===== config.mk =====
export PLATFORM = sky130hd
export DESIGN_NAME = fetch_prefetch_buffer_flat
export DESIGN_NICKNAME = d
export VERILOG_FILES = /design/src/rtl/fetch_pkg.sv /design/src/rtl/fetch_prefetch_buffer_if.sv /design/src/rtl/fetch_prefetch_buffer_fifo.sv /design/src/rtl/fetch_prefetch_buffer.sv /design/src/flat_wrapper.sv
export SDC_FILE = /design/constraint.sdc
export NUM_CORES = 1
export LEC_CHECK = 0
export BUFFER_PORTS_ARGS = -buffer_cell sky130_fd_sc_hd__buf_2
export CAP_MARGIN = 10
export CORE_MARGIN = 1
export CORE_UTILIZATION = 55
export DETAILED_ROUTE_END_ITERATION = 10
export PLACE_DENSITY = 0.78
export SYNTH_ARGS = -nofsm -noshare
export SYNTH_HDL_FRONTEND = slang
export SYNTH_HIERARCHICAL = 1
export SYNTH_SLANG_ARGS = --single-unit

===== constraint.sdc =====
create_clock -name clk -period 13.8 [get_ports clk]
set_input_delay 0 -clock clk [delete_from_list [all_inputs] [get_ports clk]]
set_output_delay 0 -clock clk [all_outputs]
set_load 0.05 [all_outputs]

===== src/rtl/fetch_pkg.sv =====
// rtl/fetch_pkg.sv - shared types and helpers for the instruction prefetch buffer
package fetch_pkg;

    localparam logic [1:0] OPC_UNCOMPRESSED = 2'b11;

    typedef struct packed {
        logic        err;
        logic [31:0] data;
    } fifo_entry_t;

    function automatic logic is_compressed(input logic [1:0] opc);
        return opc != OPC_UNCOMPRESSED;
    endfunction

endpackage


===== src/rtl/fetch_prefetch_buffer_if.sv =====
// rtl/fetch_prefetch_buffer_if.sv - OBI-style instruction fetch bus (req/gnt/rvalid)
interface fetch_prefetch_buffer_if;
    logic        instr_req_o;
    logic        instr_gnt_i;
    logic [31:0] instr_addr_o;
    logic [31:0] instr_rdata_i;
    logic        instr_err_i;
    logic        instr_rvalid_i;

    modport master (
        output instr_req_o, instr_addr_o,
        input  instr_gnt_i, instr_rdata_i, instr_err_i, instr_rvalid_i
    );

    modport slave (
        input  instr_req_o, instr_addr_o,
        output instr_gnt_i, instr_rdata_i, instr_err_i, instr_rvalid_i
    );
endinterface


===== src/rtl/fetch_prefetch_buffer_fifo.sv =====
// rtl/fetch_prefetch_buffer_fifo.sv - shift-down word FIFO with entry0/entry1 views
module fetch_fifo
    import fetch_pkg::*;
#(
    parameter int DEPTH = 4,
    localparam int FW = $clog2(DEPTH + 1)
) (
    input  logic          clk,
    input  logic          rstn,
    input  logic          clear,
    input  logic          push,
    input  fifo_entry_t   push_entry,
    input  logic          pop,
    output fifo_entry_t   entry0,
    output fifo_entry_t   entry1,
    output logic [FW-1:0] count
);

    fifo_entry_t   entries_q [DEPTH];
    fifo_entry_t   entries_d [DEPTH];
    logic [FW-1:0] count_q;
    logic [FW-1:0] count_d;

    // Pop shifts first so a push into a full FIFO lands in the freed slot.
    always_comb begin
        entries_d = entries_q;
        count_d   = count_q;
        if (clear) begin
            count_d = '0;
        end else begin
            if (pop && count_q != '0) begin
                for (int i = 0; i < DEPTH - 1; i++) begin
                    entries_d[i] = entries_q[i+1];
                end
                count_d = count_q - FW'(1);
            end
            if (push && count_d < FW'(DEPTH)) begin
                for (int i = 0; i < DEPTH; i++) begin
                    if (FW'(i) == count_d) begin
                        entries_d[i] = push_entry;
                    end
                end
                count_d = count_d + FW'(1);
            end
        end
    end

    always_ff @(posedge clk or negedge rstn) begin
        if (!rstn) begin
            for (int i = 0; i < DEPTH; i++) begin
                entries_q[i] <= '0;
            end
            count_q <= '0;
        end else begin
            entries_q <= entries_d;
            count_q   <= count_d;
        end
    end

    assign entry0 = entries_q[0];
    assign entry1 = entries_q[1];
    assign count  = count_q;

endmodule


===== src/rtl/fetch_prefetch_buffer.sv =====
// rtl/fetch_prefetch_buffer.sv - prefetch buffer: request control, discard on redirect, RVC aligner
module fetch_prefetch_buffer
    import fetch_pkg::*;
#(
    parameter logic [31:0] PC_RESET = 32'h0000_0000,
    parameter int          DEPTH    = 4,
    parameter int          NUM_REQS = 2
) (
    input  logic                     clk,
    input  logic                     rstn,
    fetch_prefetch_buffer_if.master  bus,
    input  logic                     redirect_i,
    input  logic [31:0]              redirect_pc_i,
    output logic                     out_valid_o,
    input  logic                     out_ready_i,
    output logic [31:0]              out_instr_o,
    output logic [31:0]              out_pc_o,
    output logic                     out_compressed_o,
    output logic                     out_err_o,
    output logic                     busy_o
);

    localparam int FW = $clog2(DEPTH + 1);
    localparam int CW = FW + 1;

    logic          req_q, req_d;
    logic [31:0]   addr_q, addr_d;
    logic          stale_q, stale_d;
    logic [31:0]   stale_addr_q, stale_addr_d;
    logic [CW-1:0] outstanding_q, outstanding_d;
    logic [CW-1:0] discard_q, discard_d;
    logic [31:0]   pc_q, pc_d;

    fifo_entry_t   e0, e1, push_entry;
    logic [FW-1:0] fifo_count;
    logic          fifo_push, fifo_pop;

    logic          grant, new_grant, rsp_discard, rsp_keep, accept;
    logic          valid0, valid1, comp, pop_word, align_valid, align_err;
    logic [15:0]   half;
    logic [31:0]   align_instr, unaligned_word;
    logic [CW-1:0] occ_next;

    fetch_fifo #(.DEPTH(DEPTH)) u_fifo (
        .clk        (clk),
        .rstn       (rstn),
        .clear      (redirect_i),
        .push       (fifo_push),
        .push_entry (push_entry),
        .pop        (fifo_pop),
        .entry0     (e0),
        .entry1     (e1),
        .count      (fifo_count)
    );

    // Aligner: an error word is treated as 32-bit so the PC still advances by 4.
    always_comb begin
        valid0         = fifo_count != '0;
        valid1         = fifo_count > FW'(1);
        half           = pc_q[1] ? e0.data[31:16] : e0.data[15:0];
        unaligned_word = 32'({e1.data, e0.data} >> 16);
        comp           = is_compressed(half[1:0]) & ~e0.err;
        align_instr    = e0.data;
        align_valid    = valid0;
        align_err      = e0.err;
        pop_word       = 1'b1;
        if (comp) begin
            align_instr = {16'h0000, half};
            pop_word    = pc_q[1];
        end else if (pc_q[1]) begin
            align_instr = unaligned_word;
            align_valid = valid1;
            align_err   = e0.err | e1.err;
        end
    end

    always_comb begin
        grant       = req_q & bus.instr_gnt_i;
        new_grant   = grant & ~stale_q;
        rsp_discard = bus.instr_rvalid_i & (discard_q != '0);
        rsp_keep    = bus.instr_rvalid_i & (discard_q == '0) & (outstanding_q != '0);
        accept      = align_valid & out_ready_i & ~redirect_i;
        fifo_push   = rsp_keep & ~redirect_i;
        fifo_pop    = accept & pop_word;
        push_entry  = '{err: bus.instr_err_i, data: bus.instr_rdata_i};

        outstanding_d = outstanding_q + CW'(new_grant) - CW'(rsp_keep);
        discard_d     = discard_q - CW'(rsp_discard);
        addr_d        = addr_q;
        stale_d       = stale_q;
        stale_addr_d  = stale_addr_q;
        pc_d          = pc_q;

        if (grant) begin
            addr_d  = stale_q ? stale_addr_q : addr_q + 32'd4;
            stale_d = 1'b0;
        end
        if (accept) begin
            pc_d = pc_q + (comp ? 32'd2 : 32'd4);
        end
        // A still-pending request must finish at its old address; its response is junk.
        if (redirect_i) begin
            discard_d     = discard_d + outstanding_d;
            outstanding_d = '0;
            pc_d          = redirect_pc_i & 32'hFFFF_FFFE;
            if (req_q && !bus.instr_gnt_i) begin
                if (!stale_q) begin
                    discard_d = discard_d + CW'(1);
                end
                stale_d      = 1'b1;
                stale_addr_d = redirect_pc_i & 32'hFFFF_FFFC;
            end else begin
                addr_d = redirect_pc_i & 32'hFFFF_FFFC;
            end
        end

        occ_next = redirect_i ? '0 : CW'(fifo_count) + CW'(fifo_push) - CW'(fifo_pop);
        if (req_q && !bus.instr_gnt_i) begin
            req_d = 1'b1;
        end else begin
            req_d = ((occ_next + outstanding_d + discard_d) < CW'(DEPTH))
                 && ((outstanding_d + discard_d) < CW'(NUM_REQS));
        end
    end

    always_ff @(posedge clk or negedge rstn) begin
        if (!rstn) begin
            req_q         <= 1'b0;
            addr_q        <= PC_RESET & 32'hFFFF_FFFC;
            stale_q       <= 1'b0;
            stale_addr_q  <= '0;
            outstanding_q <= '0;
            discard_q     <= '0;
            pc_q          <= PC_RESET;
        end else begin
            req_q         <= req_d;
            addr_q        <= addr_d;
            stale_q       <= stale_d;
            stale_addr_q  <= stale_addr_d;
            outstanding_q <= outstanding_d;
            discard_q     <= discard_d;
            pc_q          <= pc_d;
        end
    end

    assign bus.instr_req_o  = req_q;
    assign bus.instr_addr_o = addr_q;
    assign out_valid_o      = align_valid;
    assign out_instr_o      = align_instr;
    assign out_pc_o         = pc_q;
    assign out_compressed_o = comp;
    assign out_err_o        = align_err;
    assign busy_o           = (outstanding_q != '0) || (discard_q != '0);

    rvalid_expected_a: assert property (@(posedge clk) disable iff (!rstn)
        bus.instr_rvalid_i |-> (outstanding_q != '0) || (discard_q != '0));

endmodule


===== src/flat_wrapper.sv =====
// flat-port wrapper written by rule: the top's interface ports become plain ports
module fetch_prefetch_buffer_flat import fetch_pkg::*;
#(
    parameter logic [31:0] PC_RESET = 32'h0000_0000,
    parameter int          DEPTH    = 4,
    parameter int          NUM_REQS = 2
)
  (clk, rstn, redirect_i, redirect_pc_i, out_valid_o, out_ready_i, out_instr_o, out_pc_o, out_compressed_o, out_err_o, busy_o, bus_instr_req_o, bus_instr_addr_o, bus_instr_gnt_i, bus_instr_rdata_i, bus_instr_err_i, bus_instr_rvalid_i);
  fetch_prefetch_buffer_if bus_i ();
  input  logic clk;
  input  logic rstn;
  input  logic redirect_i;
  input  logic [31:0] redirect_pc_i;
  output logic out_valid_o;
  input  logic out_ready_i;
  output logic [31:0] out_instr_o;
  output logic [31:0] out_pc_o;
  output logic out_compressed_o;
  output logic out_err_o;
  output logic busy_o;
  output wire logic [$bits(bus_i.instr_req_o)-1:0] bus_instr_req_o;
  output wire logic [$bits(bus_i.instr_addr_o)-1:0] bus_instr_addr_o;
  input wire logic [$bits(bus_i.instr_gnt_i)-1:0] bus_instr_gnt_i;
  input wire logic [$bits(bus_i.instr_rdata_i)-1:0] bus_instr_rdata_i;
  input wire logic [$bits(bus_i.instr_err_i)-1:0] bus_instr_err_i;
  input wire logic [$bits(bus_i.instr_rvalid_i)-1:0] bus_instr_rvalid_i;
  assign bus_instr_req_o = bus_i.instr_req_o;
  assign bus_instr_addr_o = bus_i.instr_addr_o;
  assign bus_i.instr_gnt_i = bus_instr_gnt_i;
  assign bus_i.instr_rdata_i = bus_instr_rdata_i;
  assign bus_i.instr_err_i = bus_instr_err_i;
  assign bus_i.instr_rvalid_i = bus_instr_rvalid_i;
  fetch_prefetch_buffer #(.PC_RESET(PC_RESET), .DEPTH(DEPTH), .NUM_REQS(NUM_REQS)) u_core (.clk(clk), .rstn(rstn), .bus(bus_i), .redirect_i(redirect_i), .redirect_pc_i(redirect_pc_i), .out_valid_o(out_valid_o), .out_ready_i(out_ready_i), .out_instr_o(out_instr_o), .out_pc_o(out_pc_o), .out_compressed_o(out_compressed_o), .out_err_o(out_err_o), .busy_o(busy_o));
endmodule

Yosys cells after proc, flatten, opt, wreduce, memory -nomap -nowiden:

Cells that the tools add are included.
Widths: inputs -> output; s select.

* flip-flop bits (word level): 239
* logic and storage cells: 100

* reduce and logical (&&, ||, !) cells: 14
* add/subtract/negate cells: 14
* bitwise logic cells: 14
* equality and inequality tests: 4
* multiplexer cells: 34
* $lt $le $gt $ge: 4

Operator list (count)
* $mux 32: 8
* $mux 132: 1
* $mux 33: 4
* $mux 99: 1
* $add 32x3->32 const B: 1
* $add 32x32->32: 1
* $mux 4: 5
* $add 4x4->4: 4
* $mux 16: 1
* $mux 3: 5
* $sub 4x1->4: 3
* $and 1x1->1: 10
* $mux 1: 9
* $reduce_bool 4->1: 2
* $eq 2x3->1 const A: 2
* $add 3x1->4: 1
* $add 4x1->4: 1
* $add 4x1->4 const B: 1
* $logic_and 1x1->1: 4
* $logic_not 4->1: 1
* $lt 4x2->1 const B: 1
* $lt 4x3->1 const B: 1
* $add 3x1->3 const B: 1
* $eq 1x3->1 const A: 1
* other kinds (13): 15

Logic depth before layout (Yosys ltp):

* depth after elaboration: 14
* gate-level depth with buffers: 24
* depth with buffers taken out: 24

By module:

Netlist, hierarchy kept.

Modules (own cells, without submodules)
* fetch_fifo: sequential area each 3378.2 um^2, cells each 673, instances 1, area an instance 7161.9 um^2
* fetch_prefetch_buffer: sequential area each 2577.5 um^2, cells each 746, instances 1, area an instance 6996.7 um^2

Worst setup path after synthesis:

Ideal clock, no wire load.

* path type: register to register
* start: reg u_core.req_q (netlist: u_core/bus.instr_req_o)
* end: reg u_core.req_q (netlist: u_core/bus.instr_req_o)
* arrival time: 5345 ps
* clock period less this slack: 5432 ps
* setup slack: 8368 ps
* buffers on the path: 2
* data required time: 13713 ps
* library setup time: 87 ps
* stages on the path, launching flop included: 25
* path through: dfrtp_1 > nand2_1 > clkbuf_1 > buf_6 > nor2_1 > inv_1 > ha_1 > inv_1 > ha_1 > fa_1 > inv_1 > fa_1 > inv_1 > ha_1 > and3_1 > o21ai_0 > o21a_1 > inv_1 > fa_1 > inv_1 > fa_1 > xor2_1 > xnor2_1 > or3_1 > o211ai_1

* longest elaborated chain between the ends: 13
* elaborated cells on any way between the ends: 18

Ends and longest elaborated chain
* start: declaration: line fetch_prefetch_buffer.sv:26 `logic req_q, req_d;`
* start signal: assignment: line fetch_prefetch_buffer.sv:136 `req_q <= req_d;`
* $and 1x1->1: line fetch_prefetch_buffer.sv:78 `grant = req_q & bus.instr_gnt_i;`
* $and 1x1->1: line fetch_prefetch_buffer.sv:79 `new_grant = grant & ~stale_q;`
* $add 4x1->4: line fetch_prefetch_buffer.sv:87 `outstanding_d = outstanding_q + CW'(new_grant) - CW'(rsp_keep);`
* $sub 4x1->4: line fetch_prefetch_buffer.sv:87
* $add 4x4->4: line fetch_prefetch_buffer.sv:103 `discard_d = discard_d + outstanding_d;`
* $add 4x1->4: line fetch_prefetch_buffer.sv:108 `discard_d = discard_d + CW'(1);`
* $mux 4: line fetch_prefetch_buffer.sv:107 `if (!stale_q) begin`
* $mux 4 *: line fetch_prefetch_buffer.sv:106 `if (req_q && !bus.instr_gnt_i) begin`
* $mux 4 *: line fetch_prefetch_buffer.sv:102 `if (redirect_i) begin`
* via u_core.discard_d[2]: line fetch_prefetch_buffer.sv:31 `logic [CW-1:0] discard_q, discard_d;`
* $add 4x4->4 (on tied branches): line fetch_prefetch_buffer.sv:121, fetch_prefetch_buffer.sv:122
* $lt 4x3->1 / $lt 4x2->1 (equally long branches): line fetch_prefetch_buffer.sv:121, fetch_prefetch_buffer.sv:122
* $logic_and 1x1->1 *: line fetch_prefetch_buffer.sv:122 `&& ((outstanding_d + discard_d) < CW'(NUM_REQS));`
* $mux 1 *: line fetch_prefetch_buffer.sv:118 `if (req_q && !bus.instr_gnt_i) begin`
* via u_core.req_d: line fetch_prefetch_buffer.sv:26

The timed path passes the listed nets; every way through them passes the cells marked *.
A chain may end at the register's enable or synchronous reset.

Worst setup path after layout:

Ends and elaborated chain as after synthesis.

==> impl_results.md <==
- 1st-pass router iterations: 6
- Vias: 11900
- Post-synthesis area per instance: 10.0 sq um
- Final Max Tran Viols: 0
- Crit. End Element: register
- Leakage power: 0.00731 uW
- Final instance area: 16000 sq um
- Detailed placement HPWL: 23200 microns
- Worst Hold Class: in -> async
- Syn Inst Count: 1403
- Ys Warns: 6
- Post-DR wirelength/cell: 20.3 microns
- Number of clock sinks: 238
- H-tree depth: 1
- Final core occ: 63.9%
- PwrDens: 132 nW/um^2
- Die area: 26200 sq um
- Multi-input logic area: 6930 sq um
- # DRC: 0
- Largest net degree at the start of global routing: 100
- Post-CTS sizing: 0
- Number of global-route vias before repair: 11600
- Layout cells sized above 1: 22.6%
- # Post-CTS Setup Buffers: 0
- Clk pin slew, worst setup/hold paths: 60 ps
- Post-Syn Nets: 1511
- Final period util: 41.2%
- Clock root cell: clkbuf_16
- Unrepaired setup endpoints after global routing: false
- DR iter-0 viols: 1395
- CTS Hold Bufs: 69
- Initial antenna violation count: 2
- Gpl congestion: 0.879
- Max VDD drop: 100 uV
- DIE HEIGHT: 162 microns
- Syn-to-layout area delta: 14.3%
- Final net count: 1645
- Critical path class: reg -> reg
- Crit path time final: 5680 ps
- Cell Area, Placed: 14600 sq um
- CTS buffer count: 26
- Final setup fails: 0
- Top-Level Pins: 172
- Antenna Nets Post-Route: 0
- Reg2reg path depth: 22
- Max-cap viol count: 0
- Register area: 5960 sq um
- CP Data Required Time: 14260 ps
- F_max: 176 MHz
- Worst slew pin tran: 1210 ps
- DIE WIDTH: 162 microns
- Row count: 58
- Startpoint Class: register
- Final wirelength: 38400 microns
- Starting density of the core: 55.9%
- Clk Latency, worst-skew pair: 540 ps
- Final clock skew: 19.8 ps
- Final Hold Viols: 0
- Via density per instance: 6.30
- Slew margin rel.: 19.1%
- Clock Path Buffers: 3
- CTS tree: done
- Setup_tns: 0 ps
- Status: completed
- Global-route wire length before repair: 61300 microns
- GRT overflow: 0
- CP Max Fanout: 38
- Placeable Area: 25100 sq um
- FILL cells: 2032
- I/O Buffers: 169
- Post-Syn Area: 14000 sq um
- Critical Path AT: 6140 ps
- Total global routing track utilization: 28.9%
-- registers in the layout, summed over array words and instances (netlist names) --
signal	flops
u_core/u_fifo/count	3
u_core/bus.instr_addr_o	32
u_core/outstanding_q	4
u_core/bus.instr_req_o	1
u_core/out_pc_o	31
u_core/stale_addr_q	30
u_core/discard_q	4
u_core/u_fifo/entries_q	66
u_core/stale_q	1
u_core/u_fifo/entry0	33
u_core/u_fifo/entry1	33
-- critical path: stages, from the launching register on --
cell and delay, ps:
dfrtp_1 450, nand2_1 80, buf_4 250, nor2_1 390
inv_1 100, ha_1 280, inv_1 40, ha_1 200
fa_1 560, inv_1 90, fa_1 560, inv_1 60
ha_1 280, a21oi_1 60, mux2i_1 310, inv_1 150
fa_1 520, nor2_1 50, fa_1 380, xor2_1 160
xnor2_1 150, or3_1 320, o211ai_1 160
-- final timing paths --
check | from | to | slack [ps]
worst max-delay path | u_core/bus.instr_req_o | u_core/bus.instr_req_o | 8120
worst min-delay path | rstn | u_core/u_fifo/entries_q[11] | 50
worst max register to register | u_core/bus.instr_req_o | u_core/bus.instr_req_o | 8120
worst min register to register | u_core/bus.instr_addr_o[1] | u_core/bus.instr_addr_o[1] | 500
max in group asynchronous | rstn | u_core/out_pc_o[1] | 12240
min in group clk | out_ready_i | u_core/out_pc_o[4] | 70
-- per-stage QoR --
stage | instances | total power, uW | hold slack, ps | setup WS (ps)
finish | 1887 | 2120 | 52.4 | 8120
global route | 1887 | 2220 | 117 | 7830
CTS | 1885 | 2120 | 51.7 | 8120
detailed placement | 1770 | 1460 | 56.8 | 8150
global placement | 1770 | 1440 | 56.5 | 8270
floorplan | 1403 | 1330 | -296 | 8370
-- layout make-up --
type	instances	share of cell area, %
antenna	2	0.0312
clock buffer	43	4.65
clock inverter	3	0.0936
inverter	77	1.80
multi-input combinational	937	43.2
sequential	238	37.1
tap	330	2.57
timing repair buffer	257	10.5
-- power breakdown --
group          switching, uW  internal, uW
sequential              87.9           791
clock                    279           365
combinational            384           216
-- placed cells by master, fill, tap and decap left out, drive strengths merged, types with 9 or more instances in the layout --
cell type and instances:
xnor2 20, nor4 10, buf 188, nor3 19, mux2i 26, inv 77
xor2 28, dfrtp 238, a21oi 29, nor2 52, nand2 125, ha 29
dlygate4sd3 69, nand3 26, o211ai 38, a221oi 12, mux2 85, o221ai 39
and2 9, and3 16, a2bb2oi 66, o21ai 191, nand4 22, clkbuf 43
-- metal layers --
metal	GRT usage, %	vias up	share of wire [%]
li1	-	5272	-
met1	39.2	5883	42
met2	47.1	620	47
met3	4.21	110	8.0
met4	10.8	0	3.5
met5	0	-	0
No activity file was read; power rests on OpenSTA's default activity.
